===== config.mk =====
export PLATFORM = sky130hd
export DESIGN_NAME = alu_sequencer
export DESIGN_NICKNAME = d
export VERILOG_FILES = /design/src/rtl/alu_seq_pkg.sv /design/src/rtl/alu_seq_regfile.sv /design/src/rtl/alu_sequencer.sv
export SDC_FILE = /design/constraint.sdc
export NUM_CORES = 1
export LEC_CHECK = 0
export BUFFER_PORTS_ARGS = -buffer_cell sky130_fd_sc_hd__buf_2
export CAP_MARGIN = 40
export CORE_MARGIN = 2
export CORE_UTILIZATION = 50
export DETAILED_ROUTE_END_ITERATION = 8
export HOLD_SLACK_MARGIN = 0.03
export PLACE_DENSITY = 0.68
export SYNTH_ARGS = -nofsm -noshare
export SYNTH_HDL_FRONTEND = slang
export SYNTH_HIERARCHICAL = 1
export SYNTH_SLANG_ARGS = --single-unit

===== constraint.sdc =====
create_clock -name clk -period 3.3 [get_ports clk]
set_input_delay 0.66 -clock clk [delete_from_list [all_inputs] [get_ports clk]]
set_output_delay 0.66 -clock clk [all_outputs]
set_load 0.005 [all_outputs]

===== src/rtl/alu_seq_pkg.sv =====
// Shared definitions for the ALU sequencer.
//   - ALU opcode constants understood by the external ALU
//   - operand source-select codes
//   - instruction field positions and the decoded instruction struct
//   - sequencer FSM state encoding
// Optional feature macro: ALU_SEQ_STICKY_FLAGS_EN (consumed by alu_sequencer).
package alu_seq_pkg;

    localparam logic [3:0] OP_AND    = 4'b0000;
    localparam logic [3:0] OP_OR     = 4'b0001;
    localparam logic [3:0] OP_XOR    = 4'b0010;
    localparam logic [3:0] OP_NOTSHR = 4'b0101;
    localparam logic [3:0] OP_ADD    = 4'b1000;
    localparam logic [3:0] OP_ADDC   = 4'b1001;
    localparam logic [3:0] OP_SUB    = 4'b1010;

    localparam logic [2:0] SRC_R0   = 3'd0;
    localparam logic [2:0] SRC_R1   = 3'd1;
    localparam logic [2:0] SRC_R2   = 3'd2;
    localparam logic [2:0] SRC_R3   = 3'd3;
    localparam logic [2:0] SRC_IN_A = 3'd4;
    localparam logic [2:0] SRC_IN_B = 3'd5;
    localparam logic [2:0] SRC_ZERO = 3'd6;
    localparam logic [2:0] SRC_ONES = 3'd7;

    localparam int unsigned INSTR_W  = 16;
    localparam int unsigned RSVD_W   = 2;
    localparam int unsigned BIT_LAST = 15;
    localparam int unsigned OPC_MSB  = 14;
    localparam int unsigned OPC_LSB  = 11;
    localparam int unsigned SRCA_MSB = 10;
    localparam int unsigned SRCA_LSB = 8;
    localparam int unsigned SRCB_MSB = 7;
    localparam int unsigned SRCB_LSB = 5;
    localparam int unsigned DEST_MSB = 4;
    localparam int unsigned DEST_LSB = 3;
    localparam int unsigned BIT_CIN  = 2;

    typedef enum logic [1:0] {
        StIdle,
        StIssue,
        StCapture,
        StDone
    } state_e;

    typedef struct packed {
        logic       last;
        logic [3:0] opcode;
        logic [2:0] src_a;
        logic [2:0] src_b;
        logic [1:0] dest;
        logic       cin;
    } instr_t;

    // Takes the instruction word without its reserved low bits.
    function automatic instr_t decode(input logic [INSTR_W-1:RSVD_W] word);
        instr_t d;
        d.last   = word[BIT_LAST];
        d.opcode = word[OPC_MSB:OPC_LSB];
        d.src_a  = word[SRCA_MSB:SRCA_LSB];
        d.src_b  = word[SRCB_MSB:SRCB_LSB];
        d.dest   = word[DEST_MSB:DEST_LSB];
        d.cin    = word[BIT_CIN];
        return d;
    endfunction

endpackage


===== src/rtl/alu_seq_regfile.sv =====
// Scratch register file for the ALU sequencer.
// Ports:
//   clk, rst_n         clock, asynchronous active-low clear of all registers
//   we, waddr, wdata   single synchronous write port
//   raddr_a, rdata_a   combinational read port A
//   raddr_b, rdata_b   combinational read port B
module alu_seq_regfile #(
    parameter int unsigned WIDTH = 4,
    parameter int unsigned NREGS = 4,
    localparam int unsigned AW   = (NREGS > 1) ? $clog2(NREGS) : 1
) (
    input  logic             clk,
    input  logic             rst_n,
    input  logic             we,
    input  logic [AW-1:0]    waddr,
    input  logic [WIDTH-1:0] wdata,
    input  logic [AW-1:0]    raddr_a,
    output logic [WIDTH-1:0] rdata_a,
    input  logic [AW-1:0]    raddr_b,
    output logic [WIDTH-1:0] rdata_b
);

    logic [WIDTH-1:0] regs [NREGS];

    always_ff @(posedge clk or negedge rst_n) begin
        if (!rst_n) begin
            regs <= '{default: '0};
        end else if (we) begin
            regs[waddr] <= wdata;
        end
    end

    assign rdata_a = regs[raddr_a];
    assign rdata_b = regs[raddr_b];

endmodule


===== src/rtl/alu_sequencer.sv =====
// Microprogrammed controller driving an external 4-bit ALU.
// A stored program is executed on start; each instruction takes an ISSUE cycle (operands and
// opcode registered onto alu_*) and a CAPTURE cycle (alu_out written to the destination register).
// Ports:
//   clk, rst_n                       clock, asynchronous active-low reset
//   prog_we, prog_addr, prog_data    program memory write (accepted only while idle)
//   start, in_a, in_b                run request and external operands (latched on start)
//   busy, done                       run in progress / one-cycle completion pulse
//   result, result_cout, result_of   final instruction result and flags
//   alu_opcode, alu_a, alu_b, alu_cin   registered request to the ALU
//   alu_out, alu_cout, alu_of        combinational ALU response
// Optional feature macro: ALU_SEQ_STICKY_FLAGS_EN -- when defined, result_cout/result_of
// accumulate (OR) over every capture of a run and are cleared on start; otherwise they
// reflect only the final instruction.
module alu_sequencer
    import alu_seq_pkg::*;
#(
    parameter int unsigned WIDTH      = 4,
    parameter int unsigned NREGS      = 4,
    parameter int unsigned PROG_DEPTH = 8,
    localparam int unsigned PC_W      = (PROG_DEPTH > 1) ? $clog2(PROG_DEPTH) : 1
) (
    input  logic               clk,
    input  logic               rst_n,
    input  logic               prog_we,
    input  logic [PC_W-1:0]    prog_addr,
    input  logic [INSTR_W-1:0] prog_data,
    input  logic               start,
    input  logic [WIDTH-1:0]   in_a,
    input  logic [WIDTH-1:0]   in_b,
    output logic               busy,
    output logic               done,
    output logic [WIDTH-1:0]   result,
    output logic               result_cout,
    output logic               result_of,
    output logic [3:0]         alu_opcode,
    output logic [WIDTH-1:0]   alu_a,
    output logic [WIDTH-1:0]   alu_b,
    output logic               alu_cin,
    input  logic [WIDTH-1:0]   alu_out,
    input  logic               alu_cout,
    input  logic               alu_of
);

    localparam int unsigned AW        = (NREGS > 1) ? $clog2(NREGS) : 1;
    localparam logic [PC_W-1:0] PC_LAST = PC_W'(PROG_DEPTH - 1);

    state_e           state;
    logic [PC_W-1:0]  pc;
    logic [WIDTH-1:0] lat_a;
    logic [WIDTH-1:0] lat_b;
    instr_t           prog_mem [PROG_DEPTH];
    instr_t           cur;
    logic             last_step;
    logic [WIDTH-1:0] rd_a;
    logic [WIDTH-1:0] rd_b;
    logic [WIDTH-1:0] opnd_a;
    logic [WIDTH-1:0] opnd_b;
    logic             unused_reserved;

    // Reserved instruction bits carry no meaning and are not stored.
    assign unused_reserved = ^prog_data[RSVD_W-1:0];

    // Memory is frozen while a run is in progress, so cur is stable across ISSUE and CAPTURE.
    always_ff @(posedge clk or negedge rst_n) begin
        if (!rst_n) begin
            prog_mem <= '{default: '0};
        end else if (prog_we && state == StIdle) begin
            prog_mem[prog_addr] <= decode(prog_data[INSTR_W-1:RSVD_W]);
        end
    end

    assign cur       = prog_mem[pc];
    assign last_step = cur.last || (pc == PC_LAST);

    alu_seq_regfile #(
        .WIDTH (WIDTH),
        .NREGS (NREGS)
    ) u_regfile (
        .clk     (clk),
        .rst_n   (rst_n),
        .we      (state == StCapture),
        .waddr   (cur.dest[AW-1:0]),
        .wdata   (alu_out),
        .raddr_a (cur.src_a[AW-1:0]),
        .rdata_a (rd_a),
        .raddr_b (cur.src_b[AW-1:0]),
        .rdata_b (rd_b)
    );

    always_comb begin
        opnd_a = rd_a;
        case (cur.src_a)
            SRC_IN_A: opnd_a = lat_a;
            SRC_IN_B: opnd_a = lat_b;
            SRC_ZERO: opnd_a = '0;
            SRC_ONES: opnd_a = '1;
            default:  opnd_a = rd_a;
        endcase
    end

    always_comb begin
        opnd_b = rd_b;
        case (cur.src_b)
            SRC_IN_A: opnd_b = lat_a;
            SRC_IN_B: opnd_b = lat_b;
            SRC_ZERO: opnd_b = '0;
            SRC_ONES: opnd_b = '1;
            default:  opnd_b = rd_b;
        endcase
    end

    always_ff @(posedge clk or negedge rst_n) begin
        if (!rst_n) begin
            state       <= StIdle;
            pc          <= '0;
            lat_a       <= '0;
            lat_b       <= '0;
            alu_opcode  <= '0;
            alu_a       <= '0;
            alu_b       <= '0;
            alu_cin     <= 1'b0;
            busy        <= 1'b0;
            done        <= 1'b0;
            result      <= '0;
            result_cout <= 1'b0;
            result_of   <= 1'b0;
        end else begin
            done <= 1'b0;
            unique case (state)
                StIdle: begin
                    if (start) begin
                        lat_a <= in_a;
                        lat_b <= in_b;
                        pc    <= '0;
                        busy  <= 1'b1;
                        state <= StIssue;
`ifdef ALU_SEQ_STICKY_FLAGS_EN
                        result_cout <= 1'b0;
                        result_of   <= 1'b0;
`endif
                    end
                end
                StIssue: begin
                    alu_opcode <= cur.opcode;
                    alu_a      <= opnd_a;
                    alu_b      <= opnd_b;
                    alu_cin    <= cur.cin;
                    state      <= StCapture;
                end
                StCapture: begin
`ifdef ALU_SEQ_STICKY_FLAGS_EN
                    result_cout <= result_cout | alu_cout;
                    result_of   <= result_of | alu_of;
`else
                    if (last_step) begin
                        result_cout <= alu_cout;
                        result_of   <= alu_of;
                    end
`endif
                    if (last_step) begin
                        // Final entry ends the run even without a last bit; pc never wraps.
                        done   <= 1'b1;
                        result <= alu_out;
                        state  <= StDone;
                    end else begin
                        pc    <= pc + 1'b1;
                        state <= StIssue;
                    end
                end
                StDone: begin
                    busy  <= 1'b0;
                    state <= StIdle;
                end
                default: state <= StIdle;
            endcase
        end
    end

endmodule


# Word-level counts from Yosys, hierarchy flattened
# Index checks and enable logic that the tools add are counted.
[totals]
register_bits = 162
inputBits = 37
output_inout_bits = 21
word_cells = 130
[op_classes]
add_sub_neg = 1
order_cmp = 7
n_eq_ne = 14
muxes = 27
bitwise = 5
reduce_logical = 11
[op_table]
columns = ["op", "n"]
rows = [
  ["$bwmux W112", 1],
  ["$bmux W14 S3", 1],
  ["$demux W14 S3", 1],
  ["$mux W14", 3],
  ["$pmux W4 S4", 2],
  ["$eq A3 B3 Y1 const B", 9],
  ["$mux W4", 5],
  ["$bmux W4 S2", 2],
  ["$bwmux W16", 1],
  ["$ge A3 B3 Y1 const B", 3],
  ["$not A2 Y3", 3],
  ["$demux W4 S2", 1],
  ["$ge A4 B4 Y1 const B", 2],
  ["$not A3 Y4", 2],
  ["$pmux W2 S4", 1],
  ["$mux W3", 2],
  ["$pmux W3 S2", 1],
  ["$reduce_and A2 Y1", 3],
  ["$eq A2 B2 Y1 const B", 2],
  ["$lt A4 B1 Y1 const B", 1],
  ["$mux W2", 2],
  ["$ne A2 B2 Y1 const B", 2],
  ["$reduce_bool A2 Y1", 2],
  ["$add A3 B1 Y3 const B", 1],
  ["other kinds (8)", 12],
]

# Depth between registers and ports, before layout
# Gate-level depths: netlist of the first run.
[logic_depth]
depth_word = 10
depth_mapped = 7
depth_no_buf = 6

# Cells and area by module
# Netlist of the first run, hierarchy kept.
[by_module_without_submodules]
columns = ["module", "instances", "cells_each", "area_each_um2", "seq_area_each_um2"]
rows = [
  ["alu_sequencer", 1, 425, 6555.0, 3653.5],
  ["alu_seq_regfile", 1, 44, 807.0, 400.4],
]

# Least setup slack after synthesis of the first run
# No wires, ideal clock.
[synth_path]
path_type = "register to register"
startpoint = "register pc[0]"
endpoint = "register u_regfile/regs[12] (netlist name)"
setup_ns = 0.125
arrival_time_ns = 2.603
required_time_ns = 3.175
slack_ns = 0.572
path_stages_with_launch = 8
n_path_buf = 3
synth_period_minus_slack_ns = 2.728
path_cell_list = "dfrtp_1 -> buf_6 -> buf_2 -> buf_2 -> mux4_2 -> mux2_2 -> nor3b_4 -> mux2_2"
[synth_rtl]
columns = ["element", "line", "source"]
rows = [
  ["start: declaration", "alu_sequencer.sv:49", "logic [PC_W-1:0] pc;"],
  ["start signal: assignment", "alu_sequencer.sv:167", "pc <= pc + 1'b1;"],
  ["end signal: indexed assignment", "alu_seq_regfile.sv:29", "regs[waddr] <= wdata;"],
  ["end: declaration", "alu_seq_regfile.sv:23", "logic [WIDTH-1:0] regs [NREGS];"],
]

==> key figures, run 1 <==
Power
  – Total power density per cell area: 1037 nW/µm²
  – Maximum VDD drop: between 0.0004 and 0.0005 V
  – Switching part of the total: 0.3113
  – Psw: ~2.8 mW
  – Sequential group share of total power: 0.407
  – Static Leak: 3.757 nW
  – Share of power burned in the clock network: 0.210
  – Internal Pwr Total: 6.109 mW
  – Gate power share: 0.382

Layout
  – Final design instance area without fill: ~8600 µm²
  – Post-layout net count: slightly below 600
  – Layout overhead on the synthesized area: 16.23%
  – Layout cell share with drive strength beyond 1: 0.5153
  – Fillcell total: ~1100

Clock tree
  – Clock slew at reported path FFs: 0.06 ns
  – TritonCTS clock tree: built
  – Number of CTS-inserted buffers: 17
  – Clock sink total: 162
  – Hold buffer count at CTS: 0
  – Number of buffers inserted by post-CTS setup repair: 0
  – Clock Root Buffer: clkbuf_16
  – Quantity of gates resized following cts: 0
  – Deepest clock path buffer count: 2
  – Clk_lat worst skew: 0.42 ns
  – Total number of H-tree levels: 4

Timing
  – Final hold violation count: 0
  – Setup violations, final: 0
  – Worst-case headroom to the max-slew limit: 0.4448
  – Setup repair after global routing missed its margin: false
  – PnR worst setup slack: approximately 0.53 ns
  – Final worst path period need: 2.766 ns
  – Final total negative setup slack: 0 ns
  – Pins over their slew limit: 0
  – Period Utilization, post-route: 0.8383
  – Max Clock Freq: 361.5 MHz
  – Worst-margin pin slew: around 0.83 ns
  – Hold Worst Slack: 0.2056 ns
  – Worst clock skew: 0.007219 ns

Setup path
  – Crit. End Element: flop
  – Category of the most critical setup path: flop to flop
  – Biggest fanout along the worst timing path: 17
  – Cell-by-cell trace of the critical path: mux4_1, mux2i_2, inv_1, or4b_1, a41oi_2
  – Data required time of the critical path: 3.64 ns
  – Crit start category: flop
  – Slowest-stage cell, CP: dfrtp_2
  – CP peak stage delay: 0.75 ns
  – Data arrival time of the critical path: 3.11 ns

Place
  – Placed inst area: around 8000 µm²
  – Placement-stage worst setup slack: 0.5342 ns
  – DP Wirelength: 10.61 mm
  – Port Buffers: 55
  – Routability-driven placement congestion ratio: 0.8727

Yosys
  – Number of synthesis warnings: 6
  – Cells after Synth: 469
  – Leading area contributor after synthesis: dfrtp_1
  – Post-synthesis register bit count: roughly 160
  – Most common flop cell mapped by yosys: dfrtp_1
  – Sequential-to-total area share from yosys stat: 0.5506
  – Nets in the synthesized netlist: 508
  – Count of flip-flops with a built-in enable after synthesis: 0
  – Top cells by count, synth: 162 x dfrtp_1, 150 x mux2_2, 26 x mux4_2, 16 x nand2_1, 10 x mux4_1
  – Most common cell in the synthesized netlist: dfrtp_1
  – Fraction of post-synthesis cell area in the top cell type by area: 0.5506
  – Library cells used by synthesis: 37
  – Cells taking the most area after synthesis: dfrtp_1 55%, mux2_2 23%, mux4_2 8.0%
  – Average cell area after synthesis: 15.70 µm²
  – Post-synthesis instance area: 7362 µm²
  – Proportion of register bits with asynchronous set or reset after synthesis: 1.000

Run
  – Max-capacitance violation count: 0

Detailed routing
  – Number of DRC violations after detailed routing: 0
  – Final Routed Wirelength: 15.60 mm
  – Vias per Instance: between 5 and 6
  – Detailed router's first-iteration violation count: 300
  – Residual antenna-violating net count after detailed routing: 0
  – First-pass detailed-route iteration total: 4
  – Overall via count from detail_route: 4357
  – Final routed wire length divided by cell count: between 20 and 25 µm

Floorplan
  – # rows: 44
  – Initial Util: 0.5085
  – Core area: 14480 µm²
  – Die extent in y: 125.3 µm
  – Die Width: 125.3 µm
  – I/O pin count: 58
  – Die Area: 15710 µm²

Global route
  – GR Overflow Total: 0
  – Initial antenna violation count: 1
  – Global-route wire length before repair: 25.34 mm
  – Pin count of the biggest net entering global routing: 73
  – Total track usage: 0.2125
  – Vias in the first global route: approximately 4700

Hold path
  – Hold Crit Class: primary input to async pin

Outcome
  – Run status: finished, final reports clean
==> layer usage <==
metal | vias to the layer above | global-route usage | part of all wire
li1 | 1926 | - | -
met1 | 2306 | 0.2861 | 0.46
met2 | 100 | 0.3424 | 0.49
met3 | 25 | 0.04750 | 0.040
met4 | 0 | 0.07908 | 0.018
met5 | - | 0 | 0
==> critical path, delay by kind of cell (launching register included) <==
| kind | cells | cell delay (ns) |
|---|---|---|
| muxes | 2 | 0.92 |
| buffers and inverters | 1 | 0.24 |
| DFF | 1 | 0.75 |
| AOI/OAI and AO/OA | 1 | 0.18 |
| and+or+nand+nor | 1 | 0.58 |
==> logic make-up (layout without fill, tap and decap cells) <==
family	after synthesis	in the layout	share of synthesized area
flip-flops	162	162	0.5506
AO/OA/AOI/OAI	30	30	0.02719
buffers and inverters	25	113	0.01479
other	0	1	0
AND/OR/NAND/NOR	53	53	0.04317
multiplexers	197	197	0.3608
adder cells (fa/ha/maj)	2	2	0.003399
==> final timing paths <==
path / start / end / slack, ns / depth (start not counted)
min: rst_n / u_regfile/regs[10] / 0.21 / 1
max: pc[0] / alu_a[2] / 0.53 / 5
max in group asynchronous: rst_n / prog_mem[30] / 2.21 / 2
max reg2reg: pc[0] / alu_a[2] / 0.53 / 5
min in group clk: in_b[3] / lat_b[3] / 0.47 / 2
min reg2reg: alu_cin / alu_cin / 0.48 / 2
==> layout by cell type, fill, tap and decap left out, drive strengths merged, types with 4 or more instances in the layout <==
master	count
dfrtp	162
nor3b	9
o21ai	6
mux4	36
inv	4
mux2	151
nor2b	5
buf	78
o31ai	6
nor2	6
nand2	16
and2	6
a21oi	7
clkbuf	27
a31oi	6
mux2i	10
==> stage by stage <==
| stage | power [mW] | utilization | instances |
|---|---|---|---|
| floorplan | 6.043 | - | 469 |
| global placement | 6.870 | 0.5500 | 708 |
| detailed placement | 7.054 | 0.5521 | 710 |
| CTS | 8.945 | 0.5908 | 741 |
| global route | 9.387 | 0.5908 | 741 |
| finish | 8.870 | 0.5910 | 742 |
==> registers in the layout, indices dropped and copies added, names as in the netlist <==
signal / count
result_cout: 1
alu_b: 4
state: 2
lat_a: 4
done: 1
alu_opcode: 4
lat_b: 4
pc: 3
prog_mem: 112
busy: 1
alu_a: 4
result_of: 1
alu_cin: 1
u_regfile/regs: 16
result: 4
==> layout make-up <==
class,count,area [µm²],share of cell area
multi-input cells,282,3199,0.3739
well taps,184,230.2,0.02690
clock inverters,4,47.55,0.005556
flip-flops and latches,162,4055,0.4739
clock buffers,27,513.0,0.05995
repair buffers,78,494.2,0.05776
inverters,4,15.01,0.001755
diodes,1,2.502,0.0002924
==> power by group through the flow <==
stage / Clock (mW) / Sequential [mW] / Combinational [mW]
6_report: 1.87 / 3.61 / 3.39
5_1_grt: 1.98 / 3.74 / 3.67
4_1_cts: 1.91 / 3.62 / 3.42
3_5_place_dp: 0 / 3.64 / 3.41
3_3_place_gp: 0 / 3.57 / 3.30
2_1_floorplan: 0 / 3.37 / 2.68
Note: power is estimated with default switching activity, not from simulation.
==> run 2, diff against run 1 <==
--- a/config.mk
+++ b/config.mk
@@ -11,7 +11,7 @@
 export CORE_UTILIZATION = 50
 export DETAILED_ROUTE_END_ITERATION = 8
 export HOLD_SLACK_MARGIN = 0.03
-export PLACE_DENSITY = 0.68
+export PLACE_DENSITY = 0.71
 export SYNTH_ARGS = -nofsm -noshare
 export SYNTH_HDL_FRONTEND = slang
 export SYNTH_HIERARCHICAL = 1
==> constraint.sdc (replaced) <==
create_clock -name clk -period 2.5 [get_ports clk]
set_input_delay 0.5 -clock clk [delete_from_list [all_inputs] [get_ports clk]]
set_output_delay 0.5 -clock clk [all_outputs]
set_load 0.005 [all_outputs]
==> run 2 against run 1 <==
Cell area up 1.9%. Final cell count up 2.0%. Die area unchanged. Highest routed layer unchanged. Clock power up 35%. Maximum frequency up 15%. Clock-buffer cell count down 4. Worst hold slack worse by 0.13 ns. Flip-flop and latch count unchanged. Global-route usage up 0.37 points.
==> key figures, run 2 (same netlist as run 1, synthesis figures left out) <==
Floorplan
  – Core area: 14480 µm² (unchanged)
  – Die extent in y: 125.3 µm (unchanged)
  – Initial Util: 0.5085 (unchanged)
  – I/O pin count: 58 (unchanged)
  – # rows: 44 (unchanged)
  – Die Area: 15710 µm² (unchanged)
  – Die Width: 125.3 µm (unchanged)

Setup path
  – Category of the most critical setup path: flop to flop
  – Data arrival time of the critical path: 2.70 ns (-0.41 ns)
  – Data required time of the critical path: 2.80 ns (-0.84 ns)
  – Crit. End Element: flop
  – Worst Reg-to-Reg Cells: 6 (+1)
  – Crit start category: flop
  – Flop-to-flop setup slack: 0.1 ns (-0.43 ns)
  – Biggest fanout along the worst timing path: 12 (-5)

Hold path
  – Hold Crit Class: primary input to async pin

Clock tree
  – Clock sink total: 162 (unchanged)
  – Clk_lat worst skew: 0.42 ns (about the same)
  – Total number of H-tree levels: 4 (unchanged)
  – Number of CTS-inserted buffers: 17 (unchanged)
  – Deepest clock path buffer count: 2 (unchanged)
  – Hold buffer count at CTS: 0 (unchanged)
  – TritonCTS clock tree: built
  – Clock Root Buffer: clkbuf_16
  – Clock slew at reported path FFs: 0.06 ns (about the same)

Layout
  – Post-layout net count: 601 (+2.9%)
  – Final design instance area without fill: 8720 µm² (+1.9%)
  – Most frequent cells in the layout: 161 x dfrtp_1, 150 x mux2_2, 54 x buf_2
  – Fillcell total: 1117 (-0.27%)
  – Final antenna diode count: 0 (-1)
  – Multi-input combinational cell area: 3199 µm² (unchanged)
  – Final Instance Count excl. Fillers: 757 (+2.0%)
  – Layout cell share with drive strength beyond 1: 0.5358 (+0.02052)
  – Largest register FFs: 112 (unchanged)
  – Layout overhead on the synthesized area: 18.44%
  – Most flop-heavy register: prog_mem
  – Area of all sequential standard cells: 4058 µm² (about the same)
  – Commonest non-fill, non-tap cell in the layout: dfrtp_1
  – Regs by FF count: prog_mem: 112 flops, u_regfile/regs: 16 flops
  – Post-layout utilization of the core: 0.6022 (+0.01123)

Outcome
  – Run status: finished, final reports clean

Global route
  – Initial antenna violation count: 0 (-1)
  – Pin count of the biggest net entering global routing: 65 (-11%)
  – Global-route wire length before repair: 25.90 mm (+2.2%)
  – Total track usage: 0.2163 (+0.003743)
  – Vias in the first global route: 4788 (+2.4%)
  – GR Overflow Total: 0 (unchanged)

Power
  – Static Leak: 3.849 nW (+2.5%)
  – Maximum VDD drop: 0.0006491 V (+38%)
  – Total power density per cell area: 1390 nW/µm² (+34%)

Detailed routing
  – Vias per Instance: 5.734 (-2.3%)
  – Final Routed Wirelength: 15.67 mm (+0.42%)
  – Overall via count from detail_route: 4341 (-0.37%)
  – First-pass detailed-route iteration total: 4 (unchanged)
  – Number of DRC violations after detailed routing: 0 (unchanged)
  – Final routed wire length divided by cell count: 20.70 µm (-1.6%)
  – Detailed router's first-iteration violation count: 235 (-22%)
  – Residual antenna-violating net count after detailed routing: 0 (unchanged)

Timing
  – Setup repair after global routing missed its margin: false
  – Period Utilization, post-route: 0.9601 (+0.1219)
  – Worst-case headroom to the max-slew limit: 0.5726 (+0.1278)
  – Max Clock Freq: 416.6 MHz (+15%)
  – Final hold violation count: 0 (unchanged)
  – Hold Worst Slack: 0.07315 ns (-0.1325 ns)
  – Setup violations, final: 0 (unchanged)
  – Worst-margin pin slew: 0.6411 ns (-0.1886 ns)
  – Pins over their slew limit: 0 (unchanged)
  – Final worst path period need: 2.400 ns (-0.3660 ns)
  – Worst clock skew: 0.009225 ns (+0.002006 ns)
  – Final total negative setup slack: 0 ns (unchanged)

Run
  – Max-capacitance violation count: 0 (unchanged)

Place
  – Placed inst area: 8102 µm² (+1.3%)
  – Routability-driven placement congestion ratio: 0.8603 (-1.4%)
  – Number of placed cells counting well taps: 723 (+1.8%)
  – Port Buffers: 55 (unchanged)
  – DP Wirelength: 10.91 mm (+2.8%)
==> run 2: layout make-up <==
type	instances	share of cell area
Sequential cell	162	0.4653
Inverter	4	0.001722
Multi-Input combinational cell	282	0.3669
Clock inverter	7	0.008610
Tap cell	184	0.02640
Clock buffer	23	0.05711
Timing Repair Buffer	95	0.07390
==> run 2: metrics by stage <==
stage	worst slack (ns)	power, mW
global placement	-0.05211	9.300
CTS	0.09956	12.22
floorplan	0.002967	7.994
finish	0.09967	12.12
global route	0.008050	12.88
detailed placement	-0.07308	9.592
==> run 2: worst paths after layout <==
check	start	endpoint
max	pc[0]	alu_a[1]
min	rst_n	u_regfile/regs[14]
max reg2reg	pc[0]	alu_a[1]
min reg2reg	alu_cin	alu_cin
max in group asynchronous	rst_n	prog_mem[107]
min in group clk	alu_cout	result_cout
==> run 2: metal layers <==
metal,GRT usage,part of all wire,up-vias
met4,0.08105,0.023,0
met5,0,0,-
met1,0.2780,0.44,2269
met2,0.3565,0.49,84
li1,-,-,1955
met3,0.05648,0.041,33
==> run 2: critical path: stages, from the launching register on <==
cell and delay (ns):
dfrtp_4 0.50, buf_4 0.17, mux4_2 0.50, mux2_4 0.37
mux4_2 0.47, a31oi_1 0.18, o31ai_1 0.09
==> run 2: what timing repair did <==
action / CTS / global route
setup buffers: 4 / 0
resized for setup: 1 / 0
endpoints found under the setup margin: 8 / 0
==> run 2: power breakdown <==
group / internal (mW) / switching [mW] / total, mW
clock: 1.49 / 1.02 / 2.52
combinational: 2.90 / 1.97 / 4.87
sequential: 3.94 / 0.793 / 4.73
==> run 3, diff against run 2 <==
--- a/config.mk
+++ b/config.mk
@@ -10,9 +10,7 @@
 export CORE_MARGIN = 2
 export CORE_UTILIZATION = 50
 export DETAILED_ROUTE_END_ITERATION = 8
-export HOLD_SLACK_MARGIN = 0.03
 export PLACE_DENSITY = 0.71
 export SYNTH_ARGS = -nofsm -noshare
 export SYNTH_HDL_FRONTEND = slang
-export SYNTH_HIERARCHICAL = 1
 export SYNTH_SLANG_ARGS = --single-unit
==> run 3 against run 2 <==
Largest cell class unchanged. Register-to-register slack better by 0.07 ns. Combinational power decreased by 8.4%. Setup slack better by 0.067 ns.
==> key figures, run 3 <==
Outcome
  – Run status: finished, final reports clean

Floorplan
  – Die extent in y: 126.0 µm (+0.49%)
  – Initial Util: 0.5117 (+0.003239)
  – Die Area: 15870 µm² (+0.99%)
  – Die Width: 126.0 µm (+0.49%)
  – # rows: 44 (unchanged)
  – Core area: 14530 µm² (+0.38%)
  – I/O pin count: 58 (unchanged)

Layout
  – Most frequent cells in the layout: 161 x dfrtp_1, 138 x mux2_2, 54 x buf_2
  – Commonest non-fill, non-tap cell in the layout: dfrtp_1
  – Multi-input combinational cell area: 3203 µm² (+0.12%)
  – Layout overhead on the synthesized area: 15.76%
  – Largest register FFs: 112 (unchanged)
  – Final antenna diode count: 0 (unchanged)
  – Fillcell total: 1159 (+3.8%)
  – Most flop-heavy register: prog_mem
  – Regs by FF count: prog_mem: 112 flops, u_regfile.regs: 16 flops
  – Final Instance Count excl. Fillers: 767 (+1.3%)
  – Final design instance area without fill: 8610 µm² (-1.3%)
  – Layout cell share with drive strength beyond 1: 0.4786 (-0.05722)
  – Area of all sequential standard cells: 4058 µm² (unchanged)
  – Post-layout net count: 612 (+1.8%)

Setup path
  – Kind of cell with the highest combined delay on the critical path: multiplexers
  – Data arrival time of the critical path: 2.64 ns (-0.06 ns)
  – Slowest-stage cell, CP: mux4_1
  – Crit. End Element: flop
  – Worst r2r dst: alu_a[0]
  – Worst Reg-to-Reg Cells: 6 (unchanged)
  – Data required time of the critical path: 2.81 ns (about the same)
  – Flop-to-flop setup slack: 0.17 ns (+0.07 ns)
  – Crit path buf inv count: 1 (unchanged)
  – Category of the most critical setup path: flop to flop
  – Biggest fanout along the worst timing path: 12 (unchanged)
  – Cell-by-cell trace of the critical path: buf_4, mux4_1, mux2i_2, and2_1, a21oi_1, a32o_1
  – CP Launch Point: pc[0]
  – Reg-to-reg startpoint: pc[0]
  – Crit start category: flop
  – CP peak stage delay: 0.59 ns (+0.09 ns)

Clock tree
  – Total number of H-tree levels: 4 (unchanged)
  – Clock sink total: 162 (unchanged)
  – Hold buffer count at CTS: 0 (unchanged)
  – Clock slew at reported path FFs: 0.06 ns (about the same)
  – Clk_lat worst skew: 0.43 ns (about the same)
  – TritonCTS clock tree: built
  – Deepest clock path buffer count: 2 (unchanged)
  – Clock Root Buffer: clkbuf_16
  – Number of CTS-inserted buffers: 17 (unchanged)

Place
  – Port Buffers: 55 (unchanged)
  – Placed inst area: 7994 µm² (-1.3%)
  – DP Wirelength: 10.56 mm (-3.2%)
  – Routability-driven placement congestion ratio: 0.8124 (-5.6%)
  – Number of placed cells counting well taps: 732 (+1.2%)

Global route
  – Met1 track demand over resource in global routing: 0.2720 (-0.006044)
  – Total track usage: 0.2119 (-0.004331)
  – Most Crowded Layer GR: met2
  – Global-route track usage on met2: 0.3542 (-0.002252)
  – Initial antenna violation count: 0 (unchanged)
  – Pin count of the biggest net entering global routing: 57 (-12%)
  – Global-route wire length before repair: 25.67 mm (-0.90%)
  – Grt met3 use: 0.04503 (-0.01145)
  – Vias in the first global route: 4814 (+0.54%)
  – GR Overflow Total: 0 (unchanged)

Yosys
  – Post-synthesis register bit count: 162 (unchanged)
  – Most common cell in the synthesized netlist: dfrtp_1
  – Fraction of post-synthesis cell area in the top cell type by area: 0.5451 (-0.005558)
  – Post-synthesis instance area: 7437 µm² (+1.0%)
  – Count of flip-flops with a built-in enable after synthesis: 0 (unchanged)
  – Cells after Synth: 495 (+5.5%)
  – Nets in the synthesized netlist: 534 (+5.1%)
  – Most common flop cell mapped by yosys: dfrtp_1
  – Top cells by count, synth: 162 x dfrtp_1, 138 x mux2_2, 32 x mux2i_1, 21 x mux4_2
  – Number of synthesis warnings: 0 (-6)
  – Average cell area after synthesis: 15.02 µm² (-4.3%)
  – Proportion of register bits with asynchronous set or reset after synthesis: 1.000 (unchanged)
  – Leading area contributor after synthesis: dfrtp_1
  – Library cells used by synthesis: 37 (unchanged)
  – Cells taking the most area after synthesis: dfrtp_1 55%, mux2_2 21%, mux4_2 6.4%
  – Sequential-to-total area share from yosys stat: 0.5451 (-0.005558)

Timing
  – Worst-case headroom to the max-slew limit: 0.5269 (-0.04571)
  – Final hold violation count: 0 (unchanged)
  – Final total negative setup slack: 0 ns (unchanged)
  – Hold Worst Slack: 0.02770 ns (-0.04544 ns)
  – Period Utilization, post-route: 0.9334 (-0.02669)
  – Max Clock Freq: 428.5 MHz (+2.9%)
  – Setup violations, final: 0 (unchanged)
  – Pins over their slew limit: 0 (unchanged)
  – Final worst path period need: 2.334 ns (-0.06673 ns)
  – Worst clock skew: 0.009736 ns (+0.0005107 ns)
  – Setup repair after global routing missed its margin: false
  – Worst-margin pin slew: 0.7097 ns (+0.06857 ns)

Detailed routing
  – Final routed wire length divided by cell count: 20.73 µm (+0.18%)
  – Number of DRC violations after detailed routing: 0 (unchanged)
  – Final Routed Wirelength: 15.90 mm (+1.5%)
  – Detailed router's first-iteration violation count: 184 (-22%)
  – First-pass detailed-route iteration total: 4 (unchanged)
  – Vias per Instance: 5.772 (+0.65%)
  – Overall via count from detail_route: 4427 (+2.0%)
  – Residual antenna-violating net count after detailed routing: 0 (unchanged)

Run
  – Max-capacitance violation count: 0 (unchanged)

Power
  – Total power density per cell area: 1343 nW/µm² (-3.4%)
  – Maximum VDD drop: 0.0007007 V (+7.9%)
  – Static Leak: 3.847 nW (about the same)

Hold path
  – Hold Crit Class: primary input to async pin
==> run 3: cells by family after synthesis <==
kind of cell,after synthesis,synth area share
mux,206,0.3491
flops,162,0.5451
compound gates,44,0.04055
buf+inv,30,0.02423
simple gates,51,0.03769
fa+ha+maj,2,0.003364
==> run 3: power breakdown <==
| group | total, mW | internal (mW) | switching (mW) |
|---|---|---|---|
| logic | 4.46 | 2.56 | 1.90 |
| registers | 4.70 | 3.93 | 0.771 |
| clock network | 2.40 | 1.40 | 0.997 |
| total | 11.6 | 7.89 | 3.67 |
==> run 3: routing by layer <==
metal / vias up / share of wire
met1: 2285 / 0.43
met4: 0 / 0.021
met3: 30 / 0.041
li1: 2020 / -
met2: 92 / 0.51
met5: - / 0
==> run 3: final cells by class <==
class	count	share of cell area
Clock buffer	20	0.05304
Clock inverter	9	0.01003
Inverter	3	0.001308
Multi-Input combinational cell	303	0.3720
Sequential cell	162	0.4713
Tap cell	184	0.02674
Timing Repair Buffer	86	0.06554
==> run 3: timing repair <==
item,in CTS,in global routing
endpoints found under the setup margin,3,8
buffers inserted,0,6
resized for setup,1,0
==> run 3: per-stage QoR <==
stage / setup slack [ns] / total power [mW] / util
after detailed placement: 0.006434 / 9.042 / 0.5500
after global placement: 0.07920 / 8.748 / 0.5500
final: 0.1664 / 11.56 / 0.5924
after floorplan: 0.3603 / 7.872 / -
after CTS: 0.03919 / 11.49 / 0.5876
after global routing: 0.05835 / 12.28 / 0.5924
==> run 3: how the worst max path moves through the flow <==
stage                     slack, ns  cells after the start            endpoint
after floorplan                0.36                      7  u_regfile.regs[12]
after global placement         0.08                      6            alu_b[1]
after detailed placement      0.006                      6            alu_a[0]
after CTS                      0.04                      6            alu_b[3]
after global routing           0.06                      6            alu_a[0]
final                          0.17                      6            alu_a[0]
